## config.mk

```make
export PLATFORM = sky130hd
export DESIGN_NAME = top_level
export DESIGN_NICKNAME = d
export VERILOG_FILES = /design/src/rtl/top_level.sv
export SDC_FILE = /design/constraint.sdc
export NUM_CORES = 1
export LEC_CHECK = 0
export CAP_MARGIN = 10
export CELL_PAD_IN_SITES_DETAIL_PLACEMENT = 0
export CELL_PAD_IN_SITES_GLOBAL_PLACEMENT = 1
export CORE_MARGIN = 2
export CORE_UTILIZATION = 25
export CTS_CLUSTER_SIZE = 16
export DETAILED_ROUTE_END_ITERATION = 10
export GPL_TIMING_DRIVEN = 0
export PLACE_DENSITY_LB_ADDON = 0.1
export SLEW_MARGIN = 10
export SYNTH_ARGS = -nofsm -noshare
export SYNTH_HDL_FRONTEND = slang
export SYNTH_SLANG_ARGS = --single-unit
```

## constraint.sdc

```tcl
create_clock -name clk -period 4.21 [get_ports clk]
set_input_delay 0.6315 -clock clk [delete_from_list [all_inputs] [get_ports clk]]
set_output_delay 0.6315 -clock clk [all_outputs]
set_load 0.02 [all_outputs]
```

## src/rtl/top_level.sv

```systemverilog
// Instruction fetch stage: 32-bit PC stepping through a fixed instruction ROM,
// with register-field extraction and I/S/B immediate decode of the fetched word.

module top_level_imm_decode (
  input  logic [31:0] i_instr,
  output logic [4:0]  o_rd,
  output logic [4:0]  o_rs1,
  output logic [4:0]  o_rs2,
  output logic [11:0] o_imm
);
  logic [6:0] w_opcode;
  logic       w_unused;

  assign w_opcode = i_instr[6:0];
  assign o_rd     = i_instr[11:7];
  assign o_rs1    = i_instr[19:15];
  assign o_rs2    = i_instr[24:20];
  // funct3 plays no part in field or immediate extraction
  assign w_unused = ^i_instr[14:12];

  always_comb begin
    o_imm = '0;
    case (w_opcode)
      7'b0010011, 7'b0000011, 7'b1100111: o_imm = i_instr[31:20];
      7'b0100011: o_imm = {i_instr[31:25], i_instr[11:7]};
      7'b1100011: o_imm = {i_instr[31], i_instr[7], i_instr[30:25], i_instr[11:8]};
      default:    o_imm = '0;
    endcase
  end
endmodule

module top_level #(
  parameter int unsigned IMEM_WORDS = 64
) (
  input  logic        clk,
  input  logic        rst,
  output logic [31:0] instr_test,
  output logic [4:0]  r_d,
  output logic [4:0]  rs_1,
  output logic [4:0]  rs_2,
  output logic [11:0] IMM
);
  localparam int unsigned AW = $clog2(IMEM_WORDS);

  logic [31:0]   r_pc;
  logic [AW-1:0] w_idx;
  logic [31:0]   w_instr;
  logic          w_unused;

  always_ff @(posedge clk or posedge rst) begin
    if (rst) r_pc <= '0;
    else     r_pc <= r_pc + 32'd4;
  end

  // Only the word index addresses the ROM, so fetch wraps every IMEM_WORDS words
  assign w_idx    = r_pc[AW+1:2];
  assign w_unused = ^{r_pc[31:AW+2], r_pc[1:0]};

  always_comb begin
    w_instr = 32'h0000_0013;
    case (w_idx)
      AW'(0):  w_instr = 32'h0050_0093;
      AW'(1):  w_instr = 32'hFFF0_8113;
      AW'(2):  w_instr = 32'h0020_81B3;
      AW'(3):  w_instr = 32'h0030_2423;
      AW'(4):  w_instr = 32'h0080_2203;
      default: w_instr = 32'h0000_0013;
    endcase
  end

  assign instr_test = w_instr;

  top_level_imm_decode u_dec (
    .i_instr (w_instr),
    .o_rd    (r_d),
    .o_rs1   (rs_1),
    .o_rs2   (rs_2),
    .o_imm   (IMM)
  );
endmodule

```

---- Yosys cells after proc, flatten, opt, wreduce, memory -nomap -nowiden ----
Index checks and enable logic that the tools add are counted.
word-level totals
  register bits after elaboration ......... 32
  input port bits ......................... 2
  word-level logic and storage cells ...... 15
  output and inout bits ................... 59
cells by class
  reductions and logical operators ........ 2
  mux-type cells .......................... 2
  add/sub/neg operators ................... 1
  equal/unequal tests ..................... 9
operators with widths
  operator                                                         count
  32-bit one-hot mux with 5 select lines                           1
  12-bit one-hot mux with 3 select lines                           1
  32-bit by 3-bit adder with 32-bit output, second input constant  1
  7-bit == test, second input constant                             2
  6-bit by 2-bit == test with 1-bit output, second input constant  2
  7-bit by 2-bit == test with 1-bit output, second input constant  1
  7-bit by 5-bit == test with 1-bit output, second input constant  1
  7-bit by 6-bit == test with 1-bit output, second input constant  1
  6-bit by 1-bit == test with 1-bit output, second input constant  1
  6-bit by 3-bit == test with 1-bit output, second input constant  1
  6-bit logical NOT                                                1
  3-bit OR reduction                                               1

---- Logic depth before layout (Yosys ltp) ----
Gate-level depths: netlist of the first run.
  word-level depth ........................ 5
  gate-level depth with buffers ........... 6
  depth with buffers taken out ............ 5

---- Hierarchy ----
A second synthesis of the first run with hierarchy kept.
unflattened totals
  cells, all modules ...................... 107
  area total of the unflattened synthesis .. 974.7 µm²
by module, submodules not included
  module                instances  sequential area each (µm²)  area an instance (µm²)  cells an instance
  top_level             1          150.1                       570.5                   62
  top_level_imm_decode  1          0.0                         404.1                   45

---- Least setup slack after synthesis of the first run ----
No wires, ideal clock.
  path kind ............................... flip-flop to output port
  from .................................... reg r_pc[4]
  to ...................................... out IMM[10]
  data arrival time ....................... 2.483 ns
  stages on the path, launching flop included .. 6
  buffers on the path ..................... 2
  setup slack ............................. 1.096 ns
  required time ........................... 3.579 ns
  cells stage by stage .................... dfrtp_1 > buf_6 > nor4_4 > and2_1 > nor3b_1 > buf_4
on the way
  cells in the longest elaborated chain, start to end .. 5
  elaborated cells on any way between the ends .. 13
  those cells by class .................... 9 x eq/ne; 2 x mux; 2 x reduce/logical
ends and longest elaborated chain
  element                                                           RTL line  source
  start, declared                                                   45        logic [31:0] r_pc;
  start signal, assigned                                            52        else r_pc <= r_pc + 32'd4;
  6-bit by 3-bit == test with 1-bit output (tied with other cells)  61        case (w_idx)
  32-bit one-hot mux with 5 select lines *                          61
  7-bit by 5-bit == test with 1-bit output (tied with other cells)  23        case (w_opcode)
  3-bit OR reduction                                                23
  12-bit one-hot mux with 3 select lines *                          23
  end, declared                                                     41        output logic [11:0] IMM
Mark *: on every way between the ends. The rest lies on a longest branch, timed or not.

---- Worst setup path after layout of the first run ----
  from .................................... reg r_pc[4]
  to ...................................... out IMM[9]
Same word-level chain as after synthesis.

==> results.toml, run 1 <==
[logic_synthesis]
synth_edf_count = 0
synth_simple_gate_area_share_pct = 20.0
synthXorXnorAreaFrac_pct = 4.27
yosys_warnings = 0
syn_area_um2 = 821
yosys-top-cells-area = "buf_4, dfrtp_1, ha_1"
synth_top_area_share_pct = 37.5
yosys_most_used_dff = "dfrtp_1"
synth_most_common_cell = "buf_4"
synth_compound_area_share_pct = 7.93
yosysSeqAreaShare_pct = 18.3
ys_ff_latch = 6
synthTopCellsByCount = "buf_4, dfrtp_1, ha_1"
synthMuxAreaShare_pct = 0
async_flop_share_pct = 100
synth_top_family_by_area = "buffers and inverters"
synthCells = 95
synth_largest_area_cell = "buf_4"
avgSynthCellArea_um2 = 8.64
synth_fa_ha_area_share_pct = 6.10
synth_cell_types = 27

[floorplan]
die_x_um = 61.3
fp.dieH_um = 61.3
coreArea_mm2 = 0.00308
die_area_mm2 = 0.00376
initial_core_util_pct = 26.7
placementRows = 20
ios = 61

[global_route]
grt_usage_pct = 10.2
grt_max_degree = 13
grt_pass1_vias = 659
grt_pass1_wl_mm = 2.86
grt_antenna_before_repair = 0
overflow = 0

[setup_path]
crit_path_max_incr_delay_ns = 0.62
endpoint_kind = "output pin"
crit_path_start_kind = "flop"
crit_slowest_cell = "nor3b_1"
criticalPathCategory = "flop to output pin"
crit_family = "simple AND/OR/NAND/NOR gates"
critical_path_required_ns = 3.58
critical_path_arrival_ns = 3.00
cp.buffers_inverters = 3
cp_max_fo = 12
cp_cell_sequence = "buf_6 -> nor4_4 -> and2_1 -> nor3b_1 -> buf_4 -> clkdlybuf4s50_1"

[timing]
max-slew-margin-rel_pct = 54.4
hold_viol = 0
worst_pin_slew_ns = 0.683
fmax_mhz = 276
slew_violations = 0
fin_crit_ns = 3.63
tns_ns = 0
final.setup_skew_ns = 0.00523
fin_crit_sh_pct = 86.2
finalSetupViolCount = 0
rsz0062_at_grt = "no"

[clock_network]
postCtsSetupBuffers = 0
insertion_delay_ns = 0.25
cts_num_sinks = 6
cts_tree = "done"
cts_buffer_depth = 2
cts_max_level = 1
cts-root-buf = "clkbuf_4"
cts_buffers = 3
ctsResizeCount = 0
clkTransAtPathRegs_ns = 0.05
holdBufCountCts = 0

[detailed_routing]
initialDrtViolationCount = 12
firstDrtPassIters = 2
antenna_left = 0
drt-wirelength-per-cell_um = 9.03
num_vias = 722
via_per_inst = 3.61
wl_mm = 1.81
drc = 0

[cells_and_area]
insertedDiodeCount = 0
nFillCells = 335
largest_reg_flops = 6
regMostFlops = "r_pc"
fin_nets = 164
layout-drive-gt1-share_pct = 33.3
area_growth_pct = 68.8
reg.largest.list = "r_pc: 6 flops"

[place]
finalWeightedCongestion = 0.688
dpl.hpwl_mm = 1.53
port_buffers = 43

[power_and_ir_drop]
peakVddDrop_mv = 0.188
power.total_w = 0.000139
p_leak_nw = 0.654
power.density_mw_per_mm2 = 101

[job]
drv_cap = 0

[worst_hold_path]
hp-class = "flop to flop"

[outcome]
outcome = "complete, no violations"
==> layout make-up <==
cell class | count | area, um2 | area share, %
well taps | 44 | 55.1 | 3.97
clock buffers | 3 | 22.5 | 1.63
multi-input cells | 56 | 378 | 27.3
repair buffers | 43 | 430 | 31.1
flip-flops and latches | 6 | 150 | 10.8
inverters | 3 | 11.3 | 0.813
plain buffers | 45 | 338 | 24.4
==> worst paths after layout <==
check | startpoint | to | slack [ns] | depth (start not counted)
max reg2reg | r_pc[3] | r_pc[6] | 2.72 | 4
max | r_pc[4] | IMM[9] | 0.58 | 6
max in group asynchronous | rst | r_pc[2] | 3.41 | 2
min reg2reg | r_pc[2] | r_pc[2] | 0.53 | 1
min in group asynchronous | rst | r_pc[6] | 0.60 | 2
min | r_pc[2] | r_pc[2] | 0.53 | 1
==> cells by family (layout without fill, tap and decap cells) <==
| logic type | count (synthesis) | count (layout) |
|---|---|---|
| buffers and inverters | 48 | 94 |
| AND/OR/NAND/NOR | 22 | 22 |
| AO/OA/AOI/OAI | 9 | 9 |
| flip-flops | 6 | 6 |
| adder cells (fa/ha/maj) | 4 | 4 |
| XOR/XNOR | 4 | 4 |
| other | 2 | 17 |
==> power by group <==
| group | internal (W) | switching, W |
|---|---|---|
| registers | 0.0000579 | 0 |
| logic | 0.0000114 | 0.0000166 |
| clock network | 0.0000323 | 0.0000212 |
==> placed cells by master (no fill, tap or decap) <==
| cell type | count |
|---|---|
| nor4_4 | 1 |
| and2_1 | 2 |
| or2_2 | 1 |
| buf_1 | 1 |
| buf_6 | 2 |
| o31a_1 | 2 |
| xnor2_1 | 3 |
| conb_1 | 17 |
| xor2_1 | 1 |
| nand3_1 | 3 |
| nand3b_1 | 1 |
| clkbuf_4 | 3 |
| inv_1 | 3 |
| dfrtp_1 | 6 |
| nor3b_2 | 2 |
| ha_1 | 4 |
| nand2_1 | 2 |
| nor3b_1 | 3 |
| nand2b_1 | 2 |
| nor2_1 | 3 |
| clkbuf_1 | 1 |
| a21oi_1 | 2 |
| nor3_4 | 1 |
| a21o_2 | 1 |
| o21a_1 | 3 |
| buf_4 | 41 |
| a31oi_1 | 1 |
| clkdlybuf4s50_1 | 43 |
| or3_1 | 1 |
==> stage by stage <==
| step | instance area, um2 | setup WS, ns | std cells | util [%] | hold slack (ns) |
|---|---|---|---|---|---|
| detailed placement | 1360 | 0.805 | 197 | 44.3 | 0.534 |
| global placement | 1360 | 0.826 | 197 | 44.3 | 0.518 |
| global route | 1390 | 0.284 | 200 | 45.0 | 0.579 |
| CTS | 1390 | 0.521 | 200 | 45.0 | 0.541 |
| finish | 1390 | 0.581 | 200 | 45.0 | 0.530 |
| floorplan | 877 | 1.10 | 110 | - | 0.422 |
==> metal layers <==
layer	wire [um]	share of wire [%]	up-vias	global-route usage [%]
met2	909	50	34	17.9
met4	0	0	0	1.86
met5	0	0	-	0
met1	750	42	317	11.6
li1	-	-	371	-
met3	146	8.1	0	4.20
(Power assumes the default switching activity.)
==> run 2, diff against run 1 <==
--- a/config.mk
+++ b/config.mk
@@ -5,9 +5,11 @@
 export SDC_FILE = /design/constraint.sdc
 export NUM_CORES = 1
 export LEC_CHECK = 0
+export ABC_CLOCK_PERIOD_IN_PS = 4210
 export CAP_MARGIN = 10
 export CELL_PAD_IN_SITES_DETAIL_PLACEMENT = 0
 export CELL_PAD_IN_SITES_GLOBAL_PLACEMENT = 1
+export CORE_ASPECT_RATIO = 1.75
 export CORE_MARGIN = 2
 export CORE_UTILIZATION = 25
 export CTS_CLUSTER_SIZE = 16
==> results.toml, run 2 (synthesis results as in run 1) <==
[timing]
max-slew-margin-rel_pct = 53.8
hold_viol = 0
finalSetupViolCount = 0
final.setup_skew_ns = 0.000561
worst_pin_slew_ns = 0.691
slew_violations = 0
worst_slack_ns = 0.588
rsz0062_at_grt = "no"
fin_crit_sh_pct = 86.0
fin_crit_ns = 3.62
fmax_mhz = 276
tns_ns = 0

[setup_path]
crit_start = "r_pc[4]"
r2r-start = "r_pc[3]"
criticalPathCategory = "flop to output pin"
cp_max_fo = 12
endpoint_kind = "output pin"
ff2ff_setup_slack_ns = 2.73
critical_path_arrival_ns = 2.99
crit_path_start_kind = "flop"
critical_path_required_ns = 3.58

[cells_and_area]
layout-drive-gt1-share_pct = 33.3
fin_nets = 164
largest_reg_flops = 6
insertedDiodeCount = 0
final_common_cell = "clkdlybuf4s50_1"
reg.largest.list = "r_pc: 6 flops"
area_growth_pct = 70.9
regMostFlops = "r_pc"
layout_common_cells = "clkdlybuf4s50_1, buf_4, conb_1"

[job]
drv_cap = 0

[worst_hold_path]
min_from = "r_pc[2]"
hp-class = "flop to flop"

[detailed_routing]
antenna_left = 0
drt-wirelength-per-cell_um = 8.88
num_vias = 691
firstDrtPassIters = 4
initialDrtViolationCount = 2
wl_mm = 1.77
drc = 0
via_per_inst = 3.47

[clock_network]
holdBufCountCts = 0
cts_num_sinks = 6
cts-root-buf = "clkbuf_8"
ctsResizeCount = 0
cts_buffer_depth = 2
postCtsSetupBuffers = 0
cts_max_level = 1
insertion_delay_ns = 0.22
cts_buffers = 3
cts_tree = "done"
clkTransAtPathRegs_ns = 0.03

[place]
port_buffers = 43
finalWeightedCongestion = 0.673
dpl.hpwl_mm = 1.58
dp_slack_ns = 0.732

[floorplan]
ios = 61
die_area_mm2 = 0.00378
coreArea_mm2 = 0.00314
initial_core_util_pct = 26.1
fp.dieH_um = 79.8
die_x_um = 47.3
placementRows = 27

[power_and_ir_drop]
power.density_mw_per_mm2 = 120
p_leak_nw = 0.661
peakVddDrop_mv = 0.132

[global_route]
grt_use_met2_pct = 18.5
overflow = 0
busiest_layer = "met2"
grt_usage_pct = 9.29
use_met1_pct = 8.23
grt_pass1_wl_mm = 2.63
grt_pass1_vias = 598
met3_usage_pct = 0.905
grt_antenna_before_repair = 0
grt_max_degree = 13

[outcome]
outcome = "complete, no violations"
-- run 2: cell counts in the layout (fill, tap and decap cells not counted) --
No cell type changed its count.
-- run 2: area by class of cell --
class                   instances  area (um2)
fillers                       345        1740
repair buffers                 43         430
multi-input cells              56         378
plain buffers                  45         338
flip-flops and latches          6         150
well taps                      43        53.8
clock buffers                   3        41.3
inverters                       3        11.3
-- run 2: stage by stage --
| step | std cells | power [W] | utilization [%] | cell area, um2 | hold WS, ns |
|---|---|---|---|---|---|
| 2_1_floorplan | 110 | 0.0000849 | - | 877 | 0.422 |
| 4_1_cts | 199 | 0.000172 | 44.6 | 1400 | 0.547 |
| 5_1_grt | 199 | 0.000178 | 44.6 | 1400 | 0.558 |
| 3_3_place_gp | 196 | 0.0000860 | 43.3 | 1360 | 0.527 |
| 6_report | 199 | 0.000169 | 44.6 | 1400 | 0.535 |
| 3_5_place_dp | 196 | 0.0000861 | 43.3 | 1360 | 0.539 |
-- run 2: path summary, 6_finish.rpt --
| kind | end | depth (start not counted) |
|---|---|---|
| setup reg to reg | r_pc[6] | 4 |
| min in group asynchronous | r_pc[3] | 2 |
| hold reg to reg | r_pc[2] | 1 |
| hold / removal | r_pc[2] | 1 |
| max in group asynchronous | r_pc[7] | 2 |
| setup / recovery | IMM[8] | 6 |
-- run 2: power breakdown --
part / switching, W / leakage [nW] / internal, W / total (W)
sequential: 0 / 0.0693 / 0.0000580 / 0.0000580
combinational: 0.0000166 / 0.570 / 0.0000114 / 0.0000280
clock: 0.0000217 / 0.0216 / 0.0000612 / 0.0000829
total: 0.0000383 / 0.661 / 0.000131 / 0.000169
-- run 2: worst max-delay path, cell delays in order (launching register included) --
cell and delay, ns:
dfrtp_1 0.36, buf_6 0.14, nor4_4 0.42, and2_1 0.40
nor3b_1 0.63, buf_4 0.21, clkdlybuf4s50_1 0.60
-- run 2: routing by layer --
metal	part of all wire, %	up-vias
met5	0	-
met4	1.1	0
met3	7.7	2
met2	58	32
met1	33	289
li1	-	368
